### src/rtl/mips_cpu_mem_arbiter.sv
// Shares one single-port memory between a MIPS core's instruction-fetch and data
// ports: round-robin grant, latched request, stall timeout and illegal-request abort.
module mips_cpu_mem_arbiter #(
    parameter int unsigned TIMEOUT_CYCLES = 255
) (
    input  logic        clk,
    input  logic        reset,
    input  logic        instr_req,
    input  logic [31:0] instr_address,
    output logic [31:0] instr_readdata,
    output logic        instr_valid,
    input  logic        data_read,
    input  logic        data_write,
    input  logic [31:0] data_address,
    input  logic [31:0] data_writedata,
    output logic [31:0] data_readdata,
    output logic        data_valid,
    output logic [31:0] mem_address,
    output logic        mem_read,
    output logic        mem_write,
    output logic [31:0] mem_writedata,
    input  logic [31:0] mem_readdata,
    input  logic        mem_waitrequest,
    output logic        bus_error
);
    localparam int unsigned CNT_W = $clog2(TIMEOUT_CYCLES + 1);

    typedef enum logic [1:0] {IDLE, INSTR, DATA, RESP} state_t;
    state_t state, state_next;

    logic             last_grant_data;  // 1 when the data port won the previous grant
    logic             resp_data;
    logic             resp_error;
    logic [CNT_W-1:0] stall_count;
    logic [31:0]      lat_address;
    logic [31:0]      lat_writedata;
    logic             lat_write;

    logic data_pending, grant_any, grant_data, illegal, timeout;

    assign data_pending = data_read | data_write;
    assign grant_any    = instr_req | data_pending;
    assign grant_data   = data_pending & (~instr_req | ~last_grant_data);
    assign illegal      = data_read & data_write;
    assign timeout      = mem_waitrequest && (stall_count == CNT_W'(TIMEOUT_CYCLES - 1));

    always_ff @(posedge clk) begin
        // NOTE: all sequential state uses non-blocking assignments so every flop samples pre-edge values.
        if (reset) state <= IDLE;
        else       state <= state_next;
    end

    always_comb begin
        // NOTE: every output gets a default first, so no branch can leave one unassigned and infer a latch.
        state_next    = state;
        mem_read      = 1'b0;
        mem_write     = 1'b0;
        mem_writedata = '0;
        mem_address   = lat_address & 32'hFFFF_FFFC;
        instr_valid   = 1'b0;
        data_valid    = 1'b0;
        bus_error     = 1'b0;
        case (state)
            IDLE: begin
                if (grant_any) begin
                    if (!grant_data)  state_next = INSTR;
                    else if (illegal) state_next = RESP;
                    else              state_next = DATA;
                end
            end
            INSTR: begin
                mem_read = 1'b1;
                if (!mem_waitrequest || timeout) state_next = RESP;
            end
            DATA: begin
                mem_read      = ~lat_write;
                mem_write     = lat_write;
                mem_writedata = lat_write ? lat_writedata : '0;
                if (!mem_waitrequest || timeout) state_next = RESP;
            end
            RESP: begin
                instr_valid = ~resp_data;
                data_valid  = resp_data;
                bus_error   = resp_error;
                state_next  = IDLE;
            end
            default: state_next = IDLE;
        endcase
        // Strobes and pulses stay quiet for the whole reset cycle.
        if (reset) begin
            mem_read    = 1'b0;
            mem_write   = 1'b0;
            instr_valid = 1'b0;
            data_valid  = 1'b0;
            bus_error   = 1'b0;
        end
    end

    // NOTE: the request latches carry no reset; they are always written at grant before any use.
    always_ff @(posedge clk) begin
        if (state == IDLE && grant_any) begin
            lat_address   <= grant_data ? data_address : instr_address;
            lat_writedata <= data_writedata;
            lat_write     <= grant_data & data_write;
        end
    end

    always_ff @(posedge clk) begin
        if (reset) begin
            last_grant_data <= 1'b0;
            resp_data       <= 1'b0;
            resp_error      <= 1'b0;
            stall_count     <= '0;
            instr_readdata  <= '0;
            data_readdata   <= '0;
        end else begin
            case (state)
                IDLE: begin
                    if (grant_any) begin
                        last_grant_data <= grant_data;
                        resp_data       <= grant_data;
                        resp_error      <= grant_data & illegal;
                        stall_count     <= '0;
                        if (grant_data && illegal) data_readdata <= '0;
                    end
                end
                INSTR, DATA: begin
                    if (mem_waitrequest) begin
                        stall_count <= stall_count + CNT_W'(1);
                        if (timeout) begin
                            resp_error <= 1'b1;
                            if (resp_data) data_readdata  <= '0;
                            else           instr_readdata <= '0;
                        end
                    end else if (state == INSTR) begin
                        instr_readdata <= mem_readdata;
                    end else if (!lat_write) begin
                        data_readdata <= mem_readdata;
                    end
                end
                default: ;
            endcase
        end
    end

endmodule

### config.mk
export PLATFORM = sky130hd
export DESIGN_NAME = mips_cpu_mem_arbiter
export DESIGN_NICKNAME = d
export VERILOG_FILES = /design/src/rtl/mips_cpu_mem_arbiter.sv
export SDC_FILE = /design/constraint.sdc
export NUM_CORES = 1
export LEC_CHECK = 0
export ABC_AREA = 1
export CAP_MARGIN = 15
export CORE_MARGIN = 2
export CORE_UTILIZATION = 31
export CTS_BUF_LIST = sky130_fd_sc_hd__clkbuf_2
export CTS_CLUSTER_SIZE = 14
export DETAILED_ROUTE_END_ITERATION = 12
export PLACE_DENSITY = 0.6
export SYNTH_ARGS = -nofsm -noshare
export SYNTH_HDL_FRONTEND = slang
export SYNTH_SLANG_ARGS = --single-unit
### constraint.sdc
create_clock -name clk -period 7.69 [get_ports clk]
set_clock_uncertainty 0.1 [all_clocks]
set_input_delay 0.769 -clock clk [delete_from_list [all_inputs] [get_ports clk]]
set_output_delay 0.769 -clock clk [all_outputs]
set_load 0.01 [all_outputs]
### Word level (Yosys, flattened, before mapping)

Index checks and enable logic that the tools add are counted.

* add/subtract/negate cells: 1
* equality and inequality tests: 15
* muxes and demuxes: 37
* bitwise logic cells: 10
* reduce and logical (&&, ||, !) cells: 15

Operators by type and width (number)
* $mux 32: 14
* $pmux 32 s2: 1
* $mux 8: 2
* $pmux 8 s2: 1
* $mux 1: 13
* $ne 2x1->1 const B: 5
* $add 8x1->8 const B: 1
* $eq 8x8->1 const B: 1
* $reduce_and 4->1: 2
* $reduce_and 7->1: 1
* $mux 2: 3
* $ne 3x2->1 const B: 2
* $ne 3x3->1 const B: 2
* $pmux 2 s3: 1
* $and 1x1->1: 4
* $eq 2x2->1 const B: 2
* $ne 2x2->1 const B: 2
* $pmux 1 s2: 2
* $reduce_and 2->1: 2
* $reduce_bool 2->1: 2
* $logic_and 1x1->1: 3
* $not 1->1: 3
* $or 1x1->1: 3
* $reduce_and 3->1: 1
* 5 further kinds: 5

* flip-flop bits (word level): 141
* input port bits: 134
* output and inout bits: 133
* word-level logic and storage cells: 87

### Logic depth before layout (Yosys ltp)

* depth after elaboration: 7
* mapped depth: 12
* depth with buffers taken out: 11

### Worst setup path after synthesis

Ideal clock, no wire load.

* kind: input to register
* from: in instr_req
* to: reg stall_count[7]
* setup time: 113 ps
* arrival: 4699 ps
* data required time: 7477 ps
* path slack: 2778 ps
* cell stages on the path: 7
* path buffers: 0
* cell sequence: inv_1 > a21oi_1 > inv_1 > o21ai_0 > inv_1 > nand2_1 > nor2_1

* word-level cells in the longest chain between the ends: 3

Ends and longest elaborated chain
* from (decl): RTL line 8 `input logic instr_req,`
* $or 1x1->1: RTL line 42 `assign grant_any = instr_req | data_pending;`
* $ne 2x2->1 (no source line)
* $reduce_and 3->1 (no source line)
* to (signal assigned): RTL line 129 `stall_count <= stall_count + CNT_W'(1);`
* to (decl): RTL line 34 `logic [CNT_W-1:0] stall_count;`

No other way between the ends.
A chain may end at the register's enable or synchronous reset.

### Worst setup path after layout

* from: reg state[0]
* to: out mem_read

* word-level cells in the longest chain between the ends: 3
* elaborated cells between the ends (all ways): 4
* classes of those cells: eq/ne: 2; mux: 2

Ends and longest elaborated chain
* from (decl): RTL line 29 `state_t state, state_next;`
* from (signal assigned): RTL line 50 `else state <= state_next;`
* $eq 2x2->1 or $eq 2x1->1 (tied branches): RTL line 63 `case (state)`
* $pmux 1 s2 *: RTL line 63
* $mux 1 *: RTL line 90 `if (reset) begin`
* to (decl): RTL line 19 `output logic mem_read,`

Mark *: on every way between the ends. The rest lies on a longest branch, timed or not.

==> impl_metrics.json <==
{
  "ant_nets": 0,
  "slew_violations": 0,
  "routed-via-count": 5746,
  "start_kind": "flop",
  "worstMarginPinSlew_ps": 1110,
  "path_class": "flop to output pin",
  "postRouteWirelength_um": 19900,
  "rsz0062_at_grt": "false",
  "initial_core_util": 0.313,
  "syn_to_final_growth_pct": 47.5,
  "worstSkewPairLatency_ps": 690,
  "period_share": 0.506,
  "cts_tree": "built",
  "hold_class": "flop to flop",
  "p_total_w": 0.00318,
  "core_um2": 20000,
  "hpwl_um": 14300,
  "io_buffers": 260,
  "routedWlPerCell_um": 15.1,
  "fillers": 2031,
  "first_iter_violations": 401,
  "place_ws_ps": 3810,
  "irDropWorstVdd_uv": 173,
  "status": "finished clean",
  "powerDensity_nw_per_um2": 344,
  "cts.sinks": 139,
  "avgSynthCellArea_um2": 7.86,
  "gp_congestion": 0.826,
  "power.leakage_nw": 3.99,
  "vias_per_cell": 4.35,
  "grt_pass1_wl_um": 30700,
  "grt_pass1_vias": 5340,
  "pin_count": 267,
  "hold_viol": 0,
  "cts_resized": 0,
  "row_count": 52,
  "cts_hold_buf": 0,
  "synth-seq-cells": 139,
  "clk_pin_slew_ps": 180,
  "syn_area_um2": 6260,
  "tns_ps": 0,
  "grt_max_degree": 69,
  "grt_util_all_layers": 0.184,
  "antenna_found_initial": 1,
  "setup_ws_ps": 3800,
  "overflow": 0,
  "ys_seq_area_frac": 0.545,
  "ctsHtreeMaxLevel": 4,
  "die_h_um": 146,
  "drive_gt1_frac": 0.0476,
  "critPathMaxFanout": 17,
  "stdcell_count": 1321,
  "drc": 0,
  "dieWidth_um": 146,
  "setup_viol": 0,
  "clk_path_buf_depth": 2,
  "nNetsFinal": 1179,
  "fmax_ghz": 0.257,
  "cts_setup_buffers": 0,
  "placed_cell_area_um2": 9030,
  "cts_made_buffers": 17,
  "dp_cells": 1287,
  "period_needed_ps": 3890,
  "yosysUniqueCellTypes": 28,
  "critPathCaptureType": "output pin",
  "cts-root-buf": "clkbuf_2",
  "maxCapViolations": 0,
  "slew_headroom": 0.260,
  "final_area_um2": 9240,
  "cp.required_ps": 6820,
  "die-area_um2": 21400,
  "synth_warnings": 0,
  "first_pass_iters": 4,
  "worst_ep_arrival_time_ps": 3020,
  "syn_inst": 797
}
sequential cells by signal (all words and copies together) (netlist names):
signal	flops
lat_address	30
lat_writedata	32
resp_data	1
data_readdata	32
stall_count	8
lat_write	1
state	2
resp_error	1
instr_readdata	32
power by group:
part           internal, W  switching (W)  leakage, nW
logic             0.000676       0.000922         2.61
registers          0.00108       0.000105         1.25
clock network     0.000121       0.000274        0.131
metal layers:
| layer | share of wire | GRT usage |
|---|---|---|
| met4 | 0.017 | 0.0578 |
| met5 | 0 | 0 |
| met3 | 0.051 | 0.0413 |
| met1 | 0.46 | 0.251 |
| met2 | 0.47 | 0.293 |
path summary, 6_finish.rpt:
path                   start            endpoint  slack, ps  cells past startpoint
setup / recovery    state[0]            mem_read       3800                      5
hold / removal    resp_error          resp_error        410                      2
setup reg to reg    state[0]  instr_readdata[22]       4620                      8
hold reg to reg   resp_error          resp_error        410                      2
worst max-delay path: stages, from the launching register on:
cell and delay [ps]:
dfxtp_1 460, inv_1 110, ha_1 310, clkinv_1 460, nor3_1 390, clkdlybuf4s50_1 620
cells by family (layout without fill, tap and decap cells):
group                    after synthesis  count (layout)  share of synthesized area
other                                  1               3                   0.000599
XOR/XNOR                               2               2                    0.00280
buffers and inverters                158             410                      0.104
adder cells (fa/ha/maj)                8               8                     0.0160
AO/OA/AOI/OAI                         81              81                     0.0665
flip-flops                           139             139                      0.545
AND/OR/NAND/NOR                      408             408                      0.265
layout by cell type, fill, tap and decap left out:
cell type	instances
inv_2	3
bufinv_16	1
edfxtp_1	63
nor2_2	2
dfxtp_1	76
inv_6	1
or2_2	1
nor3_1	1
nand3_2	2
o21ai_1	10
clkinv_4	1
nand2_2	1
ha_1	8
clkinv_1	2
inv_4	3
clkbuf_2	21
nand3_1	26
clkinv_2	2
buf_4	6
clkinvlp_4	3
diode_2	1
nand4_1	24
a21oi_1	42
nor2_1	148
inv_1	107
nand3_4	1
a21oi_4	2
o21ai_0	27
clkdlybuf4s50_1	260
nand2_1	202
xor2_1	2
conb_1	2
area by class of cell:
cell class                 instances  area [um2]  share of cell area
multi-input combinational        501        2210               0.240
antenna                            1        2.50            0.000271
clock inverter                    11        96.3              0.0104
inverter                         112         423              0.0458
timing repair buffer             266        2650               0.287
tap                              270         338              0.0366
clock buffer                      21         105              0.0114
sequential                       139        3410               0.369
synthesized netlist by cell type, drive strengths merged:
| library cell | number | area share |
|---|---|---|
| nand2 | 203 | 0.12 |
| nor2 | 150 | 0.091 |
| inv | 111 | 0.067 |
| dfxtp | 76 | 0.24 |
| edfxtp | 63 | 0.30 |
| a21oi | 44 | 0.037 |
| o21ai | 37 | 0.030 |
| nand3 | 29 | 0.027 |
| nand4 | 24 | 0.024 |
| buf | 23 | 0.023 |
| clkbuf | 23 | 0.014 |
| ha | 8 | 0.016 |
| xor2 | 2 | 0.0028 |
| clkinv | 1 | 0.00060 |
| conb | 1 | 0.00060 |
| nor3 | 1 | 0.00080 |
| or2 | 1 | 0.0010 |
stage by stage:
step | util | hold slack (ps)
after global routing | 0.461 | 388
after detailed placement | 0.451 | 390
after CTS | 0.461 | 403
after floorplan | - | 334
after global placement | 0.451 | 365
final | 0.461 | 408
Note: power is estimated with default switching activity, not from simulation.
